==> config.mk <==
export PLATFORM = sky130hd
export DESIGN_NAME = pp_bank_ctrl
export DESIGN_NICKNAME = d
export VERILOG_FILES = /design/src/rtl/pp_pkg.sv /design/src/rtl/pp_valid_delay.sv /design/src/rtl/pp_bank_ctrl.sv
export SDC_FILE = /design/constraint.sdc
export NUM_CORES = 1
export LEC_CHECK = 0
export ABC_AREA = 1
export BUFFER_PORTS_ARGS = -buffer_cell sky130_fd_sc_hd__buf_2
export CORE_MARGIN = 5
export CORE_UTILIZATION = 33
export DETAILED_ROUTE_END_ITERATION = 7
export GPL_ROUTABILITY_DRIVEN = 0
export PLACE_DENSITY_LB_ADDON = 0.2
export REMOVE_ABC_BUFFERS = 1
export SLEW_MARGIN = 20
export SYNTH_ARGS = -nofsm -noshare
export SYNTH_HDL_FRONTEND = slang
export SYNTH_SLANG_ARGS = --single-unit
export TNS_END_PERCENT = 10
==> constraint.sdc <==
create_clock -name clk -period 5.1 [get_ports clk]
set_input_delay 0.255 -clock clk [delete_from_list [all_inputs] [get_ports clk]]
set_output_delay 0.255 -clock clk [all_outputs]
set_load 0.005 [all_outputs]
==> src/rtl/pp_pkg.sv <==
// Purpose : shared types and default sizing for the ping-pong bank sequencer.
// Latency : n/a (types and constants only).
// Backpr. : n/a.
package pp_pkg;

  // Default geometry: one bank holds DEPTH words, addressed by ADDR_W bits.
  localparam int PP_DEPTH  = 512;
  localparam int PP_ADDR_W = 9;

  // Ownership of one bank. It cycles EMPTY -> FILLING -> FULL -> DRAINING -> EMPTY.
  // A 1-word block goes straight from EMPTY to FULL.
  typedef enum logic [1:0] {
    EMPTY    = 2'd0,
    FILLING  = 2'd1,
    FULL     = 2'd2,
    DRAINING = 2'd3
  } bank_state_t;

  // Read-side sequencer states.
  typedef enum logic [1:0] {
    R_IDLE  = 2'd0,
    R_DRAIN = 2'd1,
    R_FLUSH = 2'd2
  } rd_state_t;

  // One-hot bank enable for a 1-bit bank select.
  function automatic logic [1:0] bank_onehot(input logic sel);
    return sel ? 2'b10 : 2'b01;
  endfunction

endpackage

==> src/rtl/pp_valid_delay.sv <==
// Purpose : fixed-depth shift register carrying {valid, bank select} so that
//           the column valid and the data mux select line up with RAM read data.
// Latency : exactly LAT cycles from in_* to out_*.
// Backpr. : none; the pipeline always advances.
//
// Ports:
//   clk, rst           clock, synchronous active-high reset (clears the pipe)
//   in_valid, in_sel   read enable (OR-reduced) and bank select at issue time
//   out_valid, out_sel the same pair, delayed by LAT cycles
module pp_valid_delay #(
  parameter int LAT = 1
) (
  input  logic clk,
  input  logic rst,
  input  logic in_valid,
  input  logic in_sel,
  output logic out_valid,
  output logic out_sel
);

  // pipe[0] is the youngest stage and pipe[LAT-1] is the output stage.
  logic [1:0] pipe [LAT];

  always_ff @(posedge clk) begin
    if (rst) begin
      for (int i = 0; i < LAT; i++) begin
        pipe[i] <= 2'b00;
      end
    end else begin
      pipe[0] <= {in_valid, in_sel};
      for (int i = 1; i < LAT; i++) begin
        pipe[i] <= pipe[i-1];
      end
    end
  end

  assign {out_valid, out_sel} = pipe[LAT-1];

endmodule

==> src/rtl/pp_bank_ctrl.sv <==
// Purpose : ping-pong sequencer for two external bank RAMs feeding a systolic
//           array column. It drives only the RAM enables and addresses and
//           carries no data.
// Latency : a write enable is issued in the handshake cycle. The first read
//           enable comes 2 cycles after a pending start sees a FULL bank.
//           col_valid_in follows bank_re by RD_LAT.
// Backpr. : wr_ready is low while the bank being filled is still FULL or
//           DRAINING. The read side runs without stalls once it starts.
//
// Ports:
//   clk, rst                  clock, synchronous active-high reset
//   wr_valid/wr_ready/wr_last producer handshake; wr_last closes a block early
//   bank_we, bank_waddr       one-hot write enable and write address (combinational)
//   rd_start, rd_busy         consumer drain request (sticky) and drain in progress
//   bank_re, bank_raddr       one-hot read enable and read address (registered)
//   bank_rsel, col_valid_in   data mux select and column valid, aligned with RAM data
//   rd_done                   one-cycle pulse when a bank returns to EMPTY
//   full_flags, empty         per-bank FULL flags; both banks EMPTY
module pp_bank_ctrl
  import pp_pkg::*;
#(
  parameter int DEPTH  = PP_DEPTH,
  parameter int ADDR_W = PP_ADDR_W,   // must equal clog2(DEPTH)
  parameter int RD_LAT = 1            // bank RAM read latency, 1..3
) (
  input  logic              clk,
  input  logic              rst,
  input  logic              wr_valid,
  output logic              wr_ready,
  input  logic              wr_last,
  output logic [1:0]        bank_we,
  output logic [ADDR_W-1:0] bank_waddr,
  input  logic              rd_start,
  output logic              rd_busy,
  output logic [1:0]        bank_re,
  output logic              bank_rsel,
  output logic [ADDR_W-1:0] bank_raddr,
  output logic              col_valid_in,
  output logic              rd_done,
  output logic [1:0]        full_flags,
  output logic              empty
);

  localparam logic [ADDR_W-1:0] ADDR_ONE   = ADDR_W'(1);
  localparam logic [ADDR_W-1:0] ADDR_LAST  = ADDR_W'(DEPTH - 1);
  localparam logic [ADDR_W:0]   LEN_ONE    = (ADDR_W + 1)'(1);
  localparam logic [1:0]        FLUSH_LAST = 2'(RD_LAT - 1);

  bank_state_t       bank_st [2];
  logic [ADDR_W:0]   len     [2];   // one extra bit so a full DEPTH block fits
  logic              wsel;
  logic              rsel;
  logic [ADDR_W-1:0] wcnt;
  logic [ADDR_W-1:0] rcnt;
  rd_state_t         rd_st;
  logic              pending;
  logic [1:0]        fcnt;
  logic              re_sel;        // rsel registered alongside bank_re

  logic wr_hs;
  logic wr_close;
  logic rd_go;
  logic rd_last;

  // ---------------------------------------------------------------------------
  // Write side (combinational handshake).
  // Keeping wr_ready low during reset means a producer cannot write into a RAM
  // that is being reset.
  // ---------------------------------------------------------------------------
  assign wr_ready   = !rst && (bank_st[wsel] == EMPTY || bank_st[wsel] == FILLING);
  assign wr_hs      = wr_valid && wr_ready;
  assign wr_close   = wr_hs && (wr_last || wcnt == ADDR_LAST);
  assign bank_we    = wr_hs ? bank_onehot(wsel) : 2'b00;
  assign bank_waddr = wcnt;

  // ---------------------------------------------------------------------------
  // Read side decode.
  // The reader only starts on a registered FULL. A block that is closing in
  // this same cycle is therefore seen one cycle later, and the two sides never
  // update the same bank in one cycle.
  // ---------------------------------------------------------------------------
  assign rd_go   = (rd_st == R_IDLE) && pending && (bank_st[rsel] == FULL);
  assign rd_last = ({1'b0, rcnt} + LEN_ONE) == len[rsel];
  assign rd_busy = (rd_st != R_IDLE);

  assign full_flags = {bank_st[1] == FULL, bank_st[0] == FULL};
  assign empty      = (bank_st[0] == EMPTY) && (bank_st[1] == EMPTY);

  always_ff @(posedge clk) begin
    if (rst) begin
      bank_st[0] <= EMPTY;
      bank_st[1] <= EMPTY;
      len[0]     <= '0;
      len[1]     <= '0;
      wsel       <= 1'b0;
      rsel       <= 1'b0;
      wcnt       <= '0;
      rcnt       <= '0;
      rd_st      <= R_IDLE;
      pending    <= 1'b0;
      fcnt       <= '0;
      re_sel     <= 1'b0;
      bank_re    <= 2'b00;
      bank_raddr <= '0;
      rd_done    <= 1'b0;
    end else begin
      rd_done <= 1'b0;
      bank_re <= 2'b00;

      // Write side: fill the selected bank, then close the block on wr_last or
      // on the last address. Writes never wrap.
      if (wr_close) begin
        len[wsel]     <= {1'b0, wcnt} + LEN_ONE;
        bank_st[wsel] <= FULL;
        wsel          <= ~wsel;
        wcnt          <= '0;
      end else if (wr_hs) begin
        bank_st[wsel] <= FILLING;
        wcnt          <= wcnt + ADDR_ONE;
      end

      // Requests that arrive during a drain are dropped and not queued.
      if (rd_start && !rd_busy) begin
        pending <= 1'b1;
      end

      case (rd_st)
        R_IDLE: begin
          if (rd_go) begin
            pending       <= 1'b0;
            bank_st[rsel] <= DRAINING;
            rcnt          <= '0;
            rd_st         <= R_DRAIN;
          end
        end

        R_DRAIN: begin
          bank_re    <= bank_onehot(rsel);
          bank_raddr <= rcnt;
          re_sel     <= rsel;
          rcnt       <= rcnt + ADDR_ONE;
          if (rd_last) begin
            fcnt  <= '0;
            rd_st <= R_FLUSH;
          end
        end

        // Hold the bank until its last read beat has come out of the RAM
        // pipeline. rd_done then coincides with the final col_valid_in beat.
        R_FLUSH: begin
          if (fcnt == FLUSH_LAST) begin
            bank_st[rsel] <= EMPTY;
            rd_done       <= 1'b1;
            rsel          <= ~rsel;
            rd_st         <= R_IDLE;
          end else begin
            fcnt <= fcnt + 2'd1;
          end
        end

        default: rd_st <= R_IDLE;
      endcase
    end
  end

  // Match the bank RAM read latency for the column valid and the data mux select.
  pp_valid_delay #(
    .LAT (RD_LAT)
  ) u_valid_delay (
    .clk       (clk),
    .rst       (rst),
    .in_valid  (|bank_re),
    .in_sel    (re_sel),
    .out_valid (col_valid_in),
    .out_sel   (bank_rsel)
  );

endmodule

Word level (Yosys, flattened, before mapping). Memories as Yosys holds them, arrays and structs flattened. A register that Yosys moved wholly into a read port is not among the register bits. Cells that the tools add are included.

Bits in registers: 38. Memories kept: 3. Word-level logic and storage cells: 118. Output and inout port bits: 30. Memory bits (writable): 26.

Memories: len (words 2, bits a word 10, rd ports 1, clocked after memory_dff 1, wr ports 2, RTL line pp_bank_ctrl.sv:50) `logic [ADDR_W:0] len [2];`; bank_st (words 2, bits a word 2, rd ports 4, clocked after memory_dff 2, wr ports 2, RTL line pp_bank_ctrl.sv:49) `bank_state_t bank_st [2];`; u_valid_delay.pipe (words 1, bits a word 2, rd ports 1, clocked after memory_dff 0, wr ports 1, RTL line pp_valid_delay.sv:22) `logic [1:0] pipe [LAT];`.

Multiplexer cells: 52. $add $sub $neg: 5. Bitwise gates (word level): 5. Reduce and logical (&&, ||, !) cells: 30. Eq/ne operators: 12.

Operators by type and width (count): $mux W1 (34); $mux W2 (13); $add A9 B1 Y10 const B (2); $add A9 B1 Y9 const B (2); $pmux W9 S2 (1); $reduce_or A2 Y1 (6); $eq A10 B10 Y1 (1); $logic_not A2 Y1 (5); $mux W10 (1); $reduce_or A10 Y1 (1); $eq A9 B9 Y1 const B (1); $mux W9 (1); $eq A2 B2 Y1 const B (4); $ne A2 B2 Y1 const B (4); $logic_and A1 B1 Y1 (7); $pmux W2 S3 (1); $reduce_and A3 Y1 (2); $reduce_bool A2 Y1 (3); $eq A2 B1 Y1 const B (2); $pmux W2 S2 (1); $reduce_and A2 Y1 (2); $not A1 Y1 (3); $add A2 B1 Y2 const B (1); $logic_not A1 Y1 (2); other kinds (2) (4).

Logic depth before layout (Yosys ltp).
Word-level depth: 11. Mapped depth: 14. Gate-level depth less buffers: 14.

Hierarchy. A second synthesis with hierarchy kept.

Cell total of the unflattened synthesis: 416. Area total of the unflattened synthesis: 3151.8 um2.

Modules (own cells, without submodules): pp_bank_ctrl (cells an instance 410, area an instance 3096.7 um2, seq. area each 1521.5 um2, instances 1); pp_valid_delay (cells an instance 6, area an instance 55.1 um2, seq. area each 40.0 um2, instances 1).

Worst setup path before layout. OpenSTA, ideal clock, no wires.

Path type: register to register. Start point: reg wcnt[0], in the netlist bank_waddr[0]. End point: mem len[0][0] in the netlist's numbering (enable). Cell stages (with the launch flop): 10. Library setup time: 340 ps. Clock period less this slack: 2158 ps. Data arrival time: 1818 ps. Path slack: 2942 ps. Cells stage by stage: dfxtp_1 -> ha_1 -> nand3_1 -> nor4_1 -> ha_1 -> nor2_1 -> nor2_2 -> nand2_1 -> buf_2 -> nand2_1.

RTL lines: start, declared (RTL line pp_bank_ctrl.sv:53) `logic [ADDR_W-1:0] wcnt;`; start signal, assigned (RTL line pp_bank_ctrl.sv:119) `wcnt <= wcnt + ADDR_ONE;`; end, declared (RTL line pp_bank_ctrl.sv:50).

==> reports/qor.yml <==
fin_util: 0.389
cpMaxStageDelayCell: "dfxtp_1"
dp_hpwl_microns: 5320
critPathMaxStageDelay_ns: 0.46
diodes: 0
port_buffers: 34
post_cts_buffers: 0
vias_per_cell: 4.61
p_leak_uw: 0.00152
setup_violations: 0
drtIter0Drc: 91
die_w_microns: 107
critPathTopFamily: "simple AND/OR/NAND/NOR gates"
grt_max_degree: 26
arrival_ns: 2.49
grt_pass1_vias: 2502
post-route-min-period_ns: 2.50
worst_pin_slew_ns: 0.551
routed_wl_microns: 7060
worst-path-buf-inv: 0
die_area_sq_um: 11400
synth_edf_count: 24
synth.distinct_cells: 34
syn2layout_area_growth_pct: 15.6
cts_buffers: 9
num_rows: 35
fmax_mhz: 400
h-tree-depth: 3
ys_ff_latch: 66
io_pins: 35
synthCells: 405
synth_common_cells: "107 x nand2_1, 61 x nor2_1, 47 x inv_1, 42 x dfxtp_1, 28 x nand3_1"
status: "complete, no violations"
slew_violations: 0
firstDrtPassIters: 7
detailed_place.area_sq_um: 3370
clockRootBuffer: "clkbuf_8"
ys_seq_area_frac: 0.504
fp.dieH_microns: 107
finalClockSkew_ns: 0.0123
start_kind: "flop"
slew_headroom: 0.632
clock_path_buffers: 2
rsz0062_at_grt: "no"
synth_warnings: 0
critPathMaxFanout: 12
drive_gt1_frac: 0.143
ir_worst_vdd_mv: 0.125
synth_top_area_share: 0.272
num-nets-final: 450
cts_hold_buf: 0
finalHoldViolCount: 0
cp_cell_sequence: "ha_1, nand3_1, nor4_1, ha_1, nor2_1, nor2_2, nand2_1, nand2_1"
grt_overflow: 0
vias: 2565
crit_required_ns: 5.09
finalCritPeriodShare: 0.491
yosysMostFrequentCell: "nand2_1"
ant_nets: 0
core_area_sq_um: 9200
cts.sinks: 66
async_reset_ff_frac: 0
min_path_type: "in2reg"
cts.reportedPaths.clkPinSlew_ns: 0.07
wire_per_inst_microns: 12.7
insertion_delay_ns: 0.35
syn_area_sq_um: 3100
start_util: 0.337
synth_top_area_cell: "dfxtp_1"
fin_tns_setup_ns: 0
cts_tree: "built"
remaining_drc_errors: 0
synth_area_leaders: "dfxtp_1 27%, edfxtp_1 23%, nand2_1 13%"
endpoint_kind: "flop"
synthFlopType: "dfxtp_1"
avgSynthCellArea_sq_um: 7.65
worstSetupPathType: "reg2reg"
design_area_sq_um: 3580
antenna_found_initial: 0
track_usage: 0.133
cts-resized-gates: 0
grt_pass1_wl_microns: 12000
maxCapViolations: 0
powerDensity_nw_per_um2: 315
[report_power, final]
| part | leakage [uW] | total, uW | switching, uW | internal, uW |
|---|---|---|---|---|
| clock | 0.000106 | 476 | 203 | 273 |
| combinational | 0.000827 | 77.3 | 51.7 | 25.6 |
| sequential | 0.000589 | 575 | 11.0 | 564 |
[cell usage in the layout, fill, tap and decap left out, types with 5 or more instances in the layout]
cell type / Yosys / layout
a21oi_1: 26 / 26
buf_2: 2 / 34
clkbuf_8: 0 / 9
dfxtp_1: 42 / 42
edfxtp_1: 24 / 24
inv_1: 47 / 47
nand2_1: 107 / 107
nand3_1: 28 / 28
nor2_1: 61 / 61
nor2_2: 5 / 5
o21ai_0: 18 / 18
[logic make-up (layout without fill, tap and decap cells)]
family	count (synthesis)	after routing	share of synthesized area
AOI/OAI and AO/OA	53	53	0.0945
xor gates and xnor gates	7	7	0.0198
adders and majority gates	4	4	0.0162
DFF	66	66	0.504
buffers and inverters	59	100	0.0735
and+or+nand+nor	216	216	0.292
[registers in the layout (all words and copies together) (netlist names), named ones only]
| register | cells |
|---|---|
| bank_raddr | 9 |
| bank_re | 2 |
| bank_st | 4 |
| bank_waddr | 9 |
| fcnt | 2 |
| len | 20 |
| pending | 1 |
| rcnt | 9 |
| rd_done | 1 |
| rd_st | 2 |
| re_sel | 1 |
| rsel | 1 |
| u_valid_delay.pipe | 2 |
| wsel | 1 |
[worst register-to-register path, cell delays in order (launching register included)]
cell	delay, ns
dfxtp_1	0.46
ha_1	0.25
nand3_1	0.12
nor4_1	0.20
ha_1	0.21
nor2_1	0.06
nor2_2	0.19
nand2_1	0.25
nand2_1	0.42
[final cells by class]
type                            instances  area [sq um]
Sequential cell                        66          1560
Fill cell                             976          5620
Multi-Input combinational cell        280          1310
Clock inverter                          6          82.6
Timing Repair Buffer                   35           178
Inverter                               49           184
Tap cell                              111           139
Clock buffer                           10           128
[final timing paths]
path | end | startpoint | cells after the start | slack [ns]
worst max-delay path | len[1][8] | bank_waddr[0] | 8 | 2.60
worst min-delay path | pending | rd_start | 3 | 0.19
worst max register to register | len[1][8] | bank_waddr[0] | 8 | 2.60
worst min register to register | u_valid_delay.pipe[0][0] | re_sel | 2 | 0.43
[per-stage QoR]
step | power [uW] | worst slack [ns] | hold slack, ns | std cells
6_report | 1130 | 2.60 | 0.185 | 557
5_1_grt | 1180 | 2.28 | 0.185 | 557
4_1_cts | 1140 | 2.60 | 0.177 | 557
3_5_place_dp | 666 | 2.62 | 0.423 | 541
3_3_place_gp | 665 | 2.67 | 0.409 | 541
2_1_floorplan | 633 | 2.91 | 0.317 | 395
[metal layers]
layer	vias up	GRT usage	routed length, microns	share of wire
li1	1375	-	-	-
met1	1124	0.162	3290	0.47
met2	58	0.225	3300	0.47
met3	8	0.0458	401	0.057
met4	0	0.0338	74	0.010
met5	-	0	0	0
No activity file was read; power rests on OpenSTA's default activity.
